`src/rtl/bs_tap_controller_pkg.sv`:
```
// Shared types for the boundary-scan TAP controller: state encoding, data-register
// select and instruction opcodes.
package bs_tap_controller_pkg;

  localparam int unsigned TAP_STATE_W = 4;
  localparam int unsigned IDCODE_W    = 32;

  // Opcode values below the all-ones BYPASS code; widened to the IR length at use.
  localparam int unsigned OPC_EXTEST  = 0;
  localparam int unsigned OPC_SAMPLE  = 1;
  localparam int unsigned OPC_IDCODE  = 2;

  typedef enum logic [TAP_STATE_W-1:0] {
    TAP_EX2_DR   = 4'h0,
    TAP_EX1_DR   = 4'h1,
    TAP_SH_DR    = 4'h2,
    TAP_PAUSE_DR = 4'h3,
    TAP_SEL_IR   = 4'h4,
    TAP_UPD_DR   = 4'h5,
    TAP_CAP_DR   = 4'h6,
    TAP_SEL_DR   = 4'h7,
    TAP_EX2_IR   = 4'h8,
    TAP_EX1_IR   = 4'h9,
    TAP_SH_IR    = 4'hA,
    TAP_PAUSE_IR = 4'hB,
    TAP_RTI      = 4'hC,
    TAP_UPD_IR   = 4'hD,
    TAP_CAP_IR   = 4'hE,
    TAP_TLR      = 4'hF
  } tap_state_e;

  typedef enum logic [1:0] {
    DR_BYPASS = 2'd0,
    DR_IDCODE = 2'd1,
    DR_BSR    = 2'd2
  } dr_sel_e;

endpackage

```
`src/rtl/bs_tap_controller_fsm.sv`:
```
// 16-state IEEE 1149.1 TAP state machine clocked by TCK, advanced by TMS.
module bs_tap_controller_fsm
  import bs_tap_controller_pkg::*;
(
  input  logic                   i_clock,
  input  logic                   i_rst,
  input  logic                   i_tms,
  output logic [TAP_STATE_W-1:0] o_tap_state,
  output logic [TAP_STATE_W-1:0] o_state_next_c
);

  tap_state_e r_state;
  tap_state_e w_state_next;

  always_ff @(posedge i_clock) begin
    if (i_rst) r_state <= TAP_TLR;
    else       r_state <= w_state_next;
  end

  always_comb begin
    w_state_next = r_state;
    case (r_state)
      TAP_TLR:      w_state_next = i_tms ? TAP_TLR    : TAP_RTI;
      TAP_RTI:      w_state_next = i_tms ? TAP_SEL_DR : TAP_RTI;
      TAP_SEL_DR:   w_state_next = i_tms ? TAP_SEL_IR : TAP_CAP_DR;
      TAP_CAP_DR:   w_state_next = i_tms ? TAP_EX1_DR : TAP_SH_DR;
      TAP_SH_DR:    w_state_next = i_tms ? TAP_EX1_DR : TAP_SH_DR;
      TAP_EX1_DR:   w_state_next = i_tms ? TAP_UPD_DR : TAP_PAUSE_DR;
      TAP_PAUSE_DR: w_state_next = i_tms ? TAP_EX2_DR : TAP_PAUSE_DR;
      TAP_EX2_DR:   w_state_next = i_tms ? TAP_UPD_DR : TAP_SH_DR;
      TAP_UPD_DR:   w_state_next = i_tms ? TAP_SEL_DR : TAP_RTI;
      TAP_SEL_IR:   w_state_next = i_tms ? TAP_TLR    : TAP_CAP_IR;
      TAP_CAP_IR:   w_state_next = i_tms ? TAP_EX1_IR : TAP_SH_IR;
      TAP_SH_IR:    w_state_next = i_tms ? TAP_EX1_IR : TAP_SH_IR;
      TAP_EX1_IR:   w_state_next = i_tms ? TAP_UPD_IR : TAP_PAUSE_IR;
      TAP_PAUSE_IR: w_state_next = i_tms ? TAP_EX2_IR : TAP_PAUSE_IR;
      TAP_EX2_IR:   w_state_next = i_tms ? TAP_UPD_IR : TAP_SH_IR;
      TAP_UPD_IR:   w_state_next = i_tms ? TAP_SEL_DR : TAP_RTI;
      default:      w_state_next = TAP_TLR;
    endcase
  end

  assign o_tap_state    = r_state;
  assign o_state_next_c = w_state_next;

endmodule

```
`src/rtl/bs_tap_controller.sv`:
```
// TAP controller top: instruction register, bypass/IDCODE data registers, BSR strobe
// decode and registered TDO mux.
module bs_tap_controller
  import bs_tap_controller_pkg::*;
#(
  parameter int unsigned         IR_LEN  = 4,
  parameter logic [IDCODE_W-1:0] ID_CODE = 32'h1000_0001
) (
  input  logic                   i_clock,
  input  logic                   i_rst,
  input  logic                   i_tms,
  input  logic                   i_tdi,
  output logic                   o_tdo,
  output logic                   o_tdo_en,
  output logic                   o_bsr_sin_c,
  input  logic                   i_bsr_sout,
  output logic                   o_shift_br,
  output logic                   o_clock_br,
  output logic                   o_update_br,
  output logic                   o_mode_control,
  output logic [TAP_STATE_W-1:0] o_tap_state
);

  localparam logic [IR_LEN-1:0] IR_EXTEST  = IR_LEN'(OPC_EXTEST);
  localparam logic [IR_LEN-1:0] IR_SAMPLE  = IR_LEN'(OPC_SAMPLE);
  localparam logic [IR_LEN-1:0] IR_IDCODE  = IR_LEN'(OPC_IDCODE);
  localparam logic [IR_LEN-1:0] IR_CAPTURE = IR_LEN'(1);

  logic [TAP_STATE_W-1:0] w_state_raw;
  logic [TAP_STATE_W-1:0] w_state_next_raw;
  tap_state_e             w_state;
  tap_state_e             w_state_next;

  logic [IR_LEN-1:0]   r_ir;
  logic [IR_LEN-1:0]   r_ir_sh;
  logic                r_bypass;
  logic [IDCODE_W-1:0] r_id_sh;
  logic                r_tdo;
  logic                r_tdo_en;
  logic                r_shift_br;
  logic                r_clock_br;
  logic                r_update_br;
  logic                r_mode;

  logic [IR_LEN-1:0] w_ir_next;
  dr_sel_e           w_sel;
  dr_sel_e           w_sel_next;
  logic              w_tdo_next;
  logic              w_bsr_next;

  // Anything that is not EXTEST/SAMPLE/IDCODE falls through to the bypass bit.
  function automatic dr_sel_e decode_dr(input logic [IR_LEN-1:0] ir);
    if (ir == IR_EXTEST || ir == IR_SAMPLE) return DR_BSR;
    if (ir == IR_IDCODE)                    return DR_IDCODE;
    return DR_BYPASS;
  endfunction

  bs_tap_controller_fsm u_fsm (
    .i_clock        (i_clock),
    .i_rst          (i_rst),
    .i_tms          (i_tms),
    .o_tap_state    (w_state_raw),
    .o_state_next_c (w_state_next_raw)
  );

  assign w_state      = tap_state_e'(w_state_raw);
  assign w_state_next = tap_state_e'(w_state_next_raw);

  // Next active IR and registered-output decode, evaluated against the next state so
  // the strobes line up with the state the FSM is entering.
  always_comb begin
    w_ir_next = r_ir;
    if (w_state == TAP_UPD_IR)   w_ir_next = r_ir_sh;
    if (w_state_next == TAP_TLR) w_ir_next = IR_IDCODE;
    w_sel      = decode_dr(r_ir);
    w_sel_next = decode_dr(w_ir_next);
    w_bsr_next = (w_sel_next == DR_BSR);
    w_tdo_next = 1'b0;
    if (w_state == TAP_SH_IR) begin
      w_tdo_next = r_ir_sh[0];
    end else if (w_state == TAP_SH_DR) begin
      case (w_sel)
        DR_BSR:    w_tdo_next = i_bsr_sout;
        DR_IDCODE: w_tdo_next = r_id_sh[0];
        default:   w_tdo_next = r_bypass;
      endcase
    end
  end

  always_ff @(posedge i_clock) begin
    if (i_rst) begin
      r_ir        <= IR_IDCODE;
      r_ir_sh     <= IR_CAPTURE;
      r_bypass    <= 1'b0;
      r_id_sh     <= ID_CODE;
      r_tdo       <= 1'b0;
      r_tdo_en    <= 1'b0;
      r_shift_br  <= 1'b0;
      r_clock_br  <= 1'b0;
      r_update_br <= 1'b0;
      r_mode      <= 1'b0;
    end else begin
      r_ir <= w_ir_next;
      case (w_state)
        TAP_CAP_IR: r_ir_sh <= IR_CAPTURE;
        TAP_SH_IR:  r_ir_sh <= {i_tdi, r_ir_sh[IR_LEN-1:1]};
        default:    r_ir_sh <= r_ir_sh;
      endcase
      case (w_state)
        TAP_CAP_DR: begin
          r_bypass <= 1'b0;
          r_id_sh  <= ID_CODE;
        end
        TAP_SH_DR: begin
          r_bypass <= i_tdi;
          r_id_sh  <= {i_tdi, r_id_sh[IDCODE_W-1:1]};
        end
        default: begin
          r_bypass <= r_bypass;
          r_id_sh  <= r_id_sh;
        end
      endcase
      r_tdo       <= w_tdo_next;
      r_tdo_en    <= (w_state == TAP_SH_IR) || (w_state == TAP_SH_DR);
      r_clock_br  <= w_bsr_next &&
                     ((w_state_next == TAP_CAP_DR) || (w_state_next == TAP_SH_DR));
      r_shift_br  <= w_bsr_next && (w_state_next == TAP_SH_DR);
      r_update_br <= w_bsr_next && (w_state_next == TAP_UPD_DR);
      r_mode      <= (w_ir_next == IR_EXTEST);
    end
  end

  assign o_tdo          = r_tdo;
  assign o_tdo_en       = r_tdo_en;
  assign o_bsr_sin_c    = i_tdi;
  assign o_shift_br     = r_shift_br;
  assign o_clock_br     = r_clock_br;
  assign o_update_br    = r_update_br;
  assign o_mode_control = r_mode;
  assign o_tap_state    = w_state_raw;

endmodule

```
`config.mk`:
```
export PLATFORM = sky130hd
export DESIGN_NAME = bs_tap_controller
export DESIGN_NICKNAME = d
export VERILOG_FILES = /design/src/rtl/bs_tap_controller_pkg.sv /design/src/rtl/bs_tap_controller_fsm.sv /design/src/rtl/bs_tap_controller.sv
export SDC_FILE = /design/constraint.sdc
export NUM_CORES = 1
export LEC_CHECK = 0
export CORE_ASPECT_RATIO = 0.7
export CORE_MARGIN = 2
export CORE_UTILIZATION = 61
export DETAILED_ROUTE_END_ITERATION = 10
export HOLD_SLACK_MARGIN = 0.02
export PLACE_DENSITY = 0.89
export SLEW_MARGIN = 20
export SYNTH_ARGS = -nofsm -noshare
export SYNTH_HDL_FRONTEND = slang
export SYNTH_SLANG_ARGS = --single-unit
```
`constraint.sdc`:
```
create_clock -name i_clock -period 3.2 [get_ports i_clock]
set_input_delay 0.64 -clock i_clock [delete_from_list [all_inputs] [get_ports i_clock]]
set_output_delay 0.64 -clock i_clock [all_outputs]
set_load 0.01 [all_outputs]
```
==> summary.txt, run 1 <==
Status
  • Outcome: complete, no violations

Place
  • Post-DP HPWL: 2444 um
  • GPL Wtd Cong: 0.8121
  • Number of port buffers: 15
  • Placed Cells: 274

Yosys
  • Cell taking the most area after synthesis: dfxtp_1
  • Ys async rst share: 0%
  • Ys Warns: 0
  • Ranking of synthesized cells by area: dfxtp_1 50%, a21oi_1 9.2%, nand3_1 7.7%
  • Sequential area share after synthesis: 49.84%
  • Post-synthesis instance area: 2008 um2
  • Post-synth cell types: 33
  • Flops & latches, synth: 50
  • Mean Syn Cell Area: 8.367 um2
  • Syn nets: 245
  • Ys flop type: dfxtp_1
  • Area share of the largest cell type after synthesis: 49.84%
  • Syn Inst Count: 240
  • Post-synth EDFFs: 0

Setup path
  • CP Class: reg2out
  • Crit path max fanout: 18
  • Worst path bufs/invs: 1
  • Critical path required time: 2.56 ns
  • Worst Path Arrival: 1.68 ns
  • R2R setup slack: 1.24 ns
  • Slowest Stage Delay on Critical Path: 0.73 ns
  • Worst path top cell family by delay: flip-flops
  • Worst R2R Start: u_fsm.o_tap_state[1]$_SDFF_PP1_
  • Crit. End Element: primary output
  • Critical Path, Cell by Cell: clkdlybuf4s50_1
  • CP startpoint: u_fsm.o_tap_state[3]$_SDFF_PP1_
  • Launching element type of the critical path: register
  • CP max-delay cell: dfxtp_1

Route
  • Residual DRC count: 0
  • Avg Vias per Cell: 5.890
  • WL met2: 1705 um
  • Metal-1 WL: 1867 um
  • Routed WL: 3882 um
  • TritonRoute pass-1 iters: 4
  • Via count: 1655
  • Avg WL per Cell: 13.81 um
  • Starting DRT DRC Count: 106
  • Antenna-violating nets left: 0
  • DR WL met3: 277 um
  • Uppermost layer routed: met4

Floorplan
  • Top Ports: 16
  • Die width: 72.58 um
  • Rows: 17
  • Die Footprint: 3775 um2
  • Core area: 3148 um2
  • Initial core utilization: 63.79%
  • Die H: 52.01 um

Clock network
  • Clock root cell: clkbuf_8
  • TritonCTS clock tree: built
  • Hold buffer count at cts: 0
  • Sinks on Clock Net: 50
  • H-tree lvl count: 2
  • Clk_lat worst skew: 0.30 ns
  • Post-CTS setup buffer count: 0
  • Post_cts resized: 0
  • CTS max path bufs: 2
  • Clock transition at path regs: 0.09 ns
  • TritonCTS buffer count: 5

STA
  • Max-slew violations: 0
  • Worst Tran Pin Value: 0.8755 ns
  • Period minus WS final: 2.319 ns
  • Fmax: 0.4313 GHz
  • Worst slew margin: 41.57%
  • Max Clock Skew: 0.006928 ns
  • Final Hold Vio Count: 0
  • Final setup violation count: 0
  • Setup TNS: 0 ns
  • Fin crit share: 72.45%
  • RSZ-0062 raised after global routing: false

Power
  • Pleak: 0.7583 nW
  • Tot Pwr: 1.141 mW
  • Pwr Density: 516.6 nW/um2
  • VDD IR max: 0.3275 mV

Global route
  • Total gr overflow: 0
  • First-pass GRT wire length: 6499 um
  • Initial antenna violation count: 0
  • Number of global-route vias before repair: 1428
  • Pin count of the biggest net entering global routing: 34
  • Gr usage total: 23.13%

Finish
  • Total Nets Final: 248
  • Multi-input gate area: 888.4 um2
  • Ant. Diodes: 0
  • Most frequent cells in the layout: 50 x dfxtp_1, 37 x a21oi_1, 36 x nand2_1
  • Fillers: 251
  • Ratio of cells with drive above 1 in the final layout: 6.584%
  • Non-filler instance count after layout: 281
  • Area growth, synth to finish: 9.969%
  • Commonest non-fill, non-tap cell in the layout: dfxtp_1
  • Register Area: 1001 um2

Run
  • Max Cap Violations: 0

Min path
  • Hold Crit Class: reg2reg
  • HP Start: r_id_sh[24]$_SDFFE_PP0N_
## cells by family after synthesis
kind of cell	count (synthesis)	synth area share, %
AND/OR/NAND/NOR	105	26.85
AO/OA/AOI/OAI	54	15.27
flip-flops	50	49.84
buffers and inverters	27	6.044
multiplexers	4	1.994
## worst min-delay path, stage by stage, from the launching register on
cell and delay (ns):
dfxtp_1 0.32, nand2_1 0.05, a21oi_1 0.05
## per-stage QoR
stage	utilization, %	cell area (um2)	hold slack [ns]	worst slack [ns]
5_1_grt	70.15	2208	0.4743	0.7956
2_1_floorplan	-	2008	0.4321	1.673
4_1_cts	70.15	2208	0.4557	0.8855
3_3_place_gp	67.61	2128	0.4397	0.9248
3_5_place_dp	67.61	2128	0.4434	0.9055
6_report	70.15	2208	0.4564	0.8815
## final timing paths
| path | end | cells after the start |
|---|---|---|
| min | r_id_sh[24]$_SDFFE_PP0N_ | 2 |
| max reg2reg | r_id_sh[14]$_SDFFE_PP0N_ | 5 |
| max | o_tap_state[3] | 1 |
| min reg2reg | r_id_sh[24]$_SDFFE_PP0N_ | 2 |
## routing by layer
metal  track usage, %  vias up
met5                0        -
met4            7.407        0
met3            8.721        6
met2            32.58       51
met1            32.64      776
li1                 -      822
## where the power goes
group          internal (mW)  leakage, nW  switching (mW)
registers              0.633        0.404          0.0231
clock network          0.150       0.0373           0.202
logic                 0.0539        0.317          0.0784
total                  0.837        0.758           0.303
## synthesized netlist by cell type (2+ instances only)
master / n
mux2i_1: 4
buf_2: 13
a211oi_1: 2
inv_1: 5
a21oi_1: 37
nor3_1: 7
o21ai_0: 7
nor2b_1: 2
dfxtp_1: 50
clkbuf_1: 7
nand3_1: 31
a211o_1: 2
nor2_1: 17
nand2_1: 36
nor3b_1: 2
## sequential cells by signal (all words and copies together) (netlist names)
name,count
o_clock_br,1
o_mode_control,1
o_shift_br,1
o_tdo,1
o_tdo_en,1
o_update_br,1
r_bypass,1
r_id_sh,31
r_ir,4
r_ir_sh,4
u_fsm.o_tap_state,4
## area by class of cell
cell class	count	area share (%)
inverter	5	0.8499
timing repair buffer	18	7.819
sequential	50	45.33
multi-input combinational	163	40.23
clock inverter	1	0.3399
clock buffer	6	3.286
tap	38	2.153
No activity file was read; power rests on OpenSTA's default activity.
==> run 2: changes to the inputs <==
--- a/config.mk
+++ b/config.mk
@@ -7,10 +7,10 @@
 export LEC_CHECK = 0
 export CORE_ASPECT_RATIO = 0.7
 export CORE_MARGIN = 2
-export CORE_UTILIZATION = 61
+export CORE_UTILIZATION = 51
 export DETAILED_ROUTE_END_ITERATION = 10
 export HOLD_SLACK_MARGIN = 0.02
-export PLACE_DENSITY = 0.89
+export PLACE_DENSITY = 0.8
 export SLEW_MARGIN = 20
 export SYNTH_ARGS = -nofsm -noshare
 export SYNTH_HDL_FRONTEND = slang
==> constraint.sdc (replaced) <==
create_clock -name i_clock -period 2.1 [get_ports i_clock]
set_input_delay 0.42 -clock i_clock [delete_from_list [all_inputs] [get_ports i_clock]]
set_output_delay 0.42 -clock i_clock [all_outputs]
set_load 0.01 [all_outputs]
==> run 2 against run 1 <==
Against the previous run:
- sequential share of layout area fell by 1.7 points
- worst setup slack got worse by 0.73 ns
- combinational power rose by 64%
- register-to-register slack got worse by 0.87 ns
- clock skew barely moved
- via count fell by 1.8%
- count of clock-buffer cells in the layout fell by 1
- sequential cell count did not move
- sequential power rose by 52%
- highest routed layer unchanged
- core utilization fell by 11 points
==> summary.txt, run 2 (synthesized netlist as in run 1, its figures left out) <==
Setup path
  • Slowest Stage Delay on Critical Path: 0.62 ns (-0.11 ns)
  • Reg-to-reg endpoint: r_id_sh[0]$_SDFFE_PP1N_
  • Worst path top cell family by delay: buffers and inverters
  • Worst R2R Start: u_fsm.o_tap_state[1]$_SDFF_PP1_
  • Worst path bufs/invs: 1 (unchanged)
  • CP startpoint: u_fsm.o_tap_state[1]$_SDFF_PP1_
  • Launching element type of the critical path: register
  • Crit path max fanout: 13 (-5)
  • CP max-delay cell: clkdlybuf4s50_1
  • R2R setup slack: 0.37 ns (-0.87 ns)
  • Critical path required time: 1.68 ns (-0.88 ns)
  • Worst reg2reg path depth: 4 (-1)
  • Crit. End Element: primary output
  • Worst Path Arrival: 1.53 ns (-0.15 ns)
  • Critical Path, Cell by Cell: clkdlybuf4s50_1
  • CP Class: reg2out

Floorplan
  • Core area: 3851 um2 (+22%)
  • Rows: 19 (+2)
  • Initial core utilization: 52.14% (-12 points)
  • Die H: 56.50 um (+8.6%)
  • Top Ports: 16 (unchanged)
  • Die Footprint: 4464 um2 (+18%)
  • Die width: 79 um (+8.8%)

Route
  • Avg WL per Cell: 12.59 um (-8.8%)
  • Via count: 1625 (-1.8%)
  • Starting DRT DRC Count: 148 (+40%)
  • Avg Vias per Cell: 5.417 (-8.0%)
  • Routed WL: 3778 um (-2.7%)
  • TritonRoute pass-1 iters: 4 (unchanged)
  • Antenna-violating nets left: 0 (unchanged)
  • Residual DRC count: 0 (unchanged)

Finish
  • Multi-input gate area: 888.4 um2 (unchanged)
  • Largest Register: r_id_sh
  • Max reg flops: 31 (unchanged)
  • Most frequent cells in the layout: 50 x dfxtp_1, 37 x a21oi_1, 36 x nand2_1
  • Ratio of cells with drive above 1 in the final layout: 8.871% (+2.3 points)
  • Fillers: 369 (+47%)
  • Register Area: 1001 um2 (unchanged)
  • Area growth, synth to finish: 14.14%
  • Total Nets Final: 252 (+1.6%)
  • Ant. Diodes: 0 (unchanged)
  • Commonest non-fill, non-tap cell in the layout: dfxtp_1

Power
  • Switching part of the total: 25.61% (-1.0 points)
  • Clock share of power: 36.5% (+5.6 points)
  • Pleak: 0.7989 nW (+5.4%)
  • Pwr Density: 832.3 nW/um2 (+61%)
  • VDD IR max: 0.5406 mV (+65%)
  • Internal power: 1.419 mW (+70%)
  • Logic pwr share: 11.3% (-0.3 points)
  • Sequential share of power: 52.2% (-5.3 points)
  • Net switching power: 488.5 uW (+61%)
  • Tot Pwr: 1.908 mW (+67%)

STA
  • Final Hold Vio Count: 0 (unchanged)
  • Final setup violation count: 0 (unchanged)
  • Worst slew margin: 61.92% (+20 points)
  • Fmax: 0.5131 GHz
  • Worst Tran Pin Value: 0.5711 ns (-0.3043 ns)
  • RSZ-0062 raised after global routing: false
  • Setup TNS: 0 ns (unchanged)
  • Max Clock Skew: 0.006689 ns (-0.0002391 ns)
  • Period minus WS final: 1.949 ns
  • Max-slew violations: 0 (unchanged)
  • Fin crit share: 92.80%

Global route
  • Initial antenna violation count: 0 (unchanged)
  • Gr usage total: 18.22% (-4.9 points)
  • Pin count of the biggest net entering global routing: 36 (+5.9%)
  • Total gr overflow: 0 (unchanged)
  • Number of global-route vias before repair: 1318 (-7.7%)
  • First-pass GRT wire length: 6285 um (-3.3%)

Min path
  • Hold path cells: 2 (unchanged)
  • Hold path endpoint: r_id_sh[24]$_SDFFE_PP0N_
  • HP Start: r_id_sh[24]$_SDFFE_PP0N_
  • Hold Crit Class: reg2reg

Clock network
  • Sinks on Clock Net: 50 (unchanged)
  • Post_cts resized: 0 (unchanged)
  • TritonCTS clock tree: built
  • Clock transition at path regs: 0.10 ns (about the same)
  • Clk_lat worst skew: 0.31 ns (about the same)
  • CTS max path bufs: 2 (unchanged)
  • Post-CTS setup buffer count: 0 (unchanged)
  • Hold buffer count at cts: 0 (unchanged)
  • TritonCTS buffer count: 5 (unchanged)
  • H-tree lvl count: 2 (unchanged)
  • Clock root cell: clkbuf_8

Place
  • Post-DP HPWL: 2381 um (-2.6%)
  • GPL Wtd Cong: 0.7986 (-1.7%)
  • Number of port buffers: 15 (unchanged)

Run
  • Max Cap Violations: 0 (unchanged)

Status
  • Outcome: complete, no violations
==> run 2: changes by cell type in the layout (fill, tap and decap cells not counted), sizes merged <==
cell	previous run	this run
buf	3	7
bufinv	0	1
clkbuf	6	5
clkinvlp	1	0
inv	5	7
==> run 2: area by class of cell <==
type                       count  area share [%]
tap                           52           2.838
multi-input combinational    163           38.76
clock inverter                 3           2.074
clock buffer                   5           3.002
timing repair buffer          22           8.843
inverter                       5          0.8188
sequential                    50           43.67
==> run 2: how the worst max path moves through the flow <==
stage	endpoint	slack, ns	depth (start not counted)
detailed placement	o_bsr_sin_c	0.26	2
global placement	o_bsr_sin_c	0.27	2
CTS	o_tap_state[1]	0.14	1
global route	o_tap_state[1]	0.07	1
floorplan	o_update_br$_SDFF_PP0_	0.63	5
finish	o_tap_state[1]	0.15	1
==> run 2: power groups by stage <==
stage / Combinational, mW / Sequential (mW) / Clock [mW]
floorplan: 0.160 / 1.01 / 0
global placement: 0.211 / 1.02 / 0
detailed placement: 0.216 / 1.02 / 0
CTS: 0.217 / 0.995 / 0.719
global route: 0.237 / 0.999 / 0.755
finish: 0.216 / 0.995 / 0.697
==> run 2: worst reg2reg max path, cell delays in order, from the launching register on <==
cell and delay (ns):
dfxtp_1 0.60, nand2b_1 0.18, or2_2 0.54, nor3_1 0.21, o21ai_0 0.09
==> run 2: through the flow <==
step | std cells | area [um2] | hold slack (ns) | utilization [%] | worst slack, ns
6_report | 300 | 2292 | 0.4558 | 59.52 | 0.1511
4_1_cts | 300 | 2292 | 0.4577 | 59.52 | 0.1381
2_1_floorplan | 240 | 2008 | 0.4321 | - | 0.6340
3_5_place_dp | 292 | 2176 | 0.4432 | 56.50 | 0.2612
3_3_place_gp | 292 | 2176 | 0.4386 | 56.50 | 0.2667
5_1_grt | 300 | 2292 | 0.4725 | 59.52 | 0.06552
==> run 2: routing by layer <==
layer / GRT usage, % / routed length (um)
met3: 4.984 / 161
met5: 0 / 0
met2: 24.82 / 1732
met4: 7.389 / 44
met1: 27.01 / 1839
==> run 3: changes to the inputs <==
--- a/config.mk
+++ b/config.mk
@@ -7,10 +7,11 @@
 export LEC_CHECK = 0
 export CORE_ASPECT_RATIO = 0.7
 export CORE_MARGIN = 2
-export CORE_UTILIZATION = 51
+export CORE_UTILIZATION = 56
+export CTS_CLUSTER_DIAMETER = 30
 export DETAILED_ROUTE_END_ITERATION = 10
 export HOLD_SLACK_MARGIN = 0.02
-export PLACE_DENSITY = 0.8
+export PLACE_DENSITY = 0.83
 export SLEW_MARGIN = 20
 export SYNTH_ARGS = -nofsm -noshare
 export SYNTH_HDL_FRONTEND = slang
==> constraint.sdc (replaced) <==
create_clock -name i_clock -period 1.8 [get_ports i_clock]
set_input_delay 0.36 -clock i_clock [delete_from_list [all_inputs] [get_ports i_clock]]
set_output_delay 0.36 -clock i_clock [all_outputs]
set_load 0.01 [all_outputs]
==> run 3 against run 2 <==
Against the previous run:
- non-clock buffer count increased by 5
- worst hold slack hardly changed
- critical path depth rose by 1
- register-to-register slack worse by 0.16 ns
- largest cell class unchanged
- clock skew fell by 0.0022 ns
- die area decreased by 8.4%
- core utilization rose by 6.9 points
==> summary.txt, run 3 (synthesized netlist as in run 1, its figures left out) <==
Place
  • Number of port buffers: 15 (unchanged)
  • Worst slack at placement: 0.06055 ns (-0.2007 ns)
  • GPL Wtd Cong: 0.9130 (+14%)
  • Post-DP HPWL: 2453 um (+3.0%)
  • Placed Cells: 295 (+1.0%)

Clock network
  • TritonCTS buffer count: 5 (unchanged)
  • Clock root cell: clkbuf_8
  • TritonCTS clock tree: built
  • CTS max path bufs: 2 (unchanged)
  • Sinks on Clock Net: 50 (unchanged)
  • Clock transition at path regs: 0.09 ns (about the same)
  • Clk_lat worst skew: 0.30 ns (about the same)
  • Hold buffer count at cts: 0 (unchanged)
  • Post_cts resized: 2 (+2)
  • H-tree lvl count: 2 (unchanged)
  • Post-CTS setup buffer count: 0 (unchanged)

Route
  • Residual DRC count: 0 (unchanged)
  • Antenna-violating nets left: 0 (unchanged)
  • Routed WL: 3759 um (-0.50%)
  • TritonRoute pass-1 iters: 4 (unchanged)
  • Starting DRT DRC Count: 145 (-2.0%)
  • Avg Vias per Cell: 5.429 (+0.23%)
  • Via count: 1645 (+1.2%)
  • Avg WL per Cell: 12.41 um (-1.5%)

Finish
  • Max reg flops: 31 (unchanged)
  • Most frequent cells in the layout: 48 x dfxtp_1, 37 x a21oi_1, 36 x nand2_1
  • Ratio of cells with drive above 1 in the final layout: 11.46% (+2.6 points)
  • Total Nets Final: 257 (+2.0%)
  • Area growth, synth to finish: 14.70%
  • Ant. Diodes: 0 (unchanged)
  • Largest Register: r_id_sh
  • Commonest non-fill, non-tap cell in the layout: dfxtp_1
  • Non-filler instance count after layout: 303 (+1.0%)
  • Fillers: 311 (-16%)

Floorplan
  • Die width: 75.58 um (-4.3%)
  • Die Footprint: 4089 um2 (-8.4%)
  • Initial core utilization: 57.90% (+5.8 points)
  • Die H: 54.10 um (-4.2%)
  • Top Ports: 16 (unchanged)
  • Core area: 3468 um2 (-9.9%)
  • Rows: 18 (-1)

Power
  • Tot Pwr: 2.075 mW (+8.8%)
  • Pwr Density: 900.8 nW/um2 (+8.2%)
  • Pleak: 0.8077 nW (+1.1%)
  • VDD IR max: 0.6468 mV (+20%)

STA
  • Max Clock Skew: 0.004491 ns (-0.002198 ns)
  • Setup slack after layout: 0.05616 ns (-0.09496 ns)
  • Fin crit share: 96.88%
  • RSZ-0062 raised after global routing: false
  • Final setup violation count: 0 (unchanged)
  • Worst hold margin: 0.4559 ns (+0.00008500 ns)
  • Final Hold Vio Count: 0 (unchanged)
  • Period minus WS final: 1.744 ns
  • Fmax: 0.5734 GHz
  • Worst Tran Pin Value: 0.5603 ns (-0.01084 ns)
  • Worst slew margin: 62.65% (+0.72 points)
  • Setup TNS: 0 ns (unchanged)
  • Max-slew violations: 0 (unchanged)

Setup path
  • Worst Path Arrival: 1.38 ns (-0.15 ns)
  • CP dominant cell by count: clkdlybuf4s50_1
  • Critical path required time: 1.44 ns (-0.24 ns)
  • Crit. End Element: primary output
  • Launching element type of the critical path: input pin
  • Crit path max fanout: 2 (-11)
  • Worst path top cell family by delay: buffers and inverters
  • CP max-delay cell: clkdlybuf4s50_1
  • Worst path bufs/invs: 2 (+1)
  • Critical Path, Cell by Cell: clkdlybuf4s50_1, clkdlybuf4s50_1
  • Slowest Stage Delay on Critical Path: 0.54 ns (-0.08 ns)
  • CP Class: in2out

Min path
  • Hold Crit Class: reg2reg

Global route
  • First-pass GRT wire length: 6423 um (+2.2%)
  • Gr usage total: 20.91% (+2.7 points)
  • Initial antenna violation count: 0 (unchanged)
  • Number of global-route vias before repair: 1408 (+6.8%)
  • Total gr overflow: 0 (unchanged)
  • Pin count of the biggest net entering global routing: 34 (-5.6%)

Status
  • Outcome: complete, no violations

Run
  • Max Cap Violations: 0 (unchanged)
run 3: cell types whose count changed in the layout (fill, tap and decap cells not counted):
cell	change
clkinvlp_4	+1
inv_6	-2
clkinv_4	+1
clkinv_2	+1
dfxtp_1	-2
bufinv_16	-1
buf_4	+5
dfxtp_2	+2
run 3: area by class of cell:
class | count | area (um2) | share of cell area (%)
flip-flops and latches | 50 | 1003 | 43.56
multi-input cells | 163 | 888.4 | 38.57
repair buffers | 27 | 240.2 | 10.43
clock buffers | 5 | 68.82 | 2.988
well taps | 50 | 62.56 | 2.716
clock inverters | 3 | 21.27 | 0.9234
inverters | 5 | 18.77 | 0.8148
run 3: through the flow:
| step | instance area [um2] | utilization [%] |
|---|---|---|
| after floorplan | 2008 | - |
| after global placement | 2211 | 63.74 |
| after detailed placement | 2211 | 63.74 |
| after CTS | 2303 | 66.41 |
| after global routing | 2303 | 66.41 |
| final | 2303 | 66.41 |
run 3: worst paths after layout:
path / from / endpoint / slack, ns / cells after the start
worst max register to register: u_fsm.o_tap_state[0]$_SDFF_PP1_ / o_update_br$_SDFF_PP0_ / 0.21 / 6
worst max-delay path: i_tdi / o_bsr_sin_c / 0.06 / 2
worst min register to register: r_id_sh[9]$_SDFFE_PP0N_ / r_id_sh[9]$_SDFFE_PP0N_ / 0.46 / 2
worst min-delay path: r_id_sh[9]$_SDFFE_PP0N_ / r_id_sh[9]$_SDFFE_PP0N_ / 0.46 / 2
run 3: power breakdown:
part,internal [mW],switching (mW),total [mW]
sequential,1.13,0.0359,1.16
clock,0.273,0.376,0.649
combinational,0.116,0.147,0.263
total,1.52,0.559,2.07
run 3: routing by layer:
| metal | share of wire, % | vias to the layer above | track usage (%) |
|---|---|---|---|
| met5 | 0 | - | 0 |
| met4 | 1.6 | 0 | 7.895 |
| met3 | 3.8 | 7 | 5.618 |
| met2 | 44 | 31 | 29.71 |
| met1 | 51 | 764 | 30.18 |
| li1 | - | 843 | - |
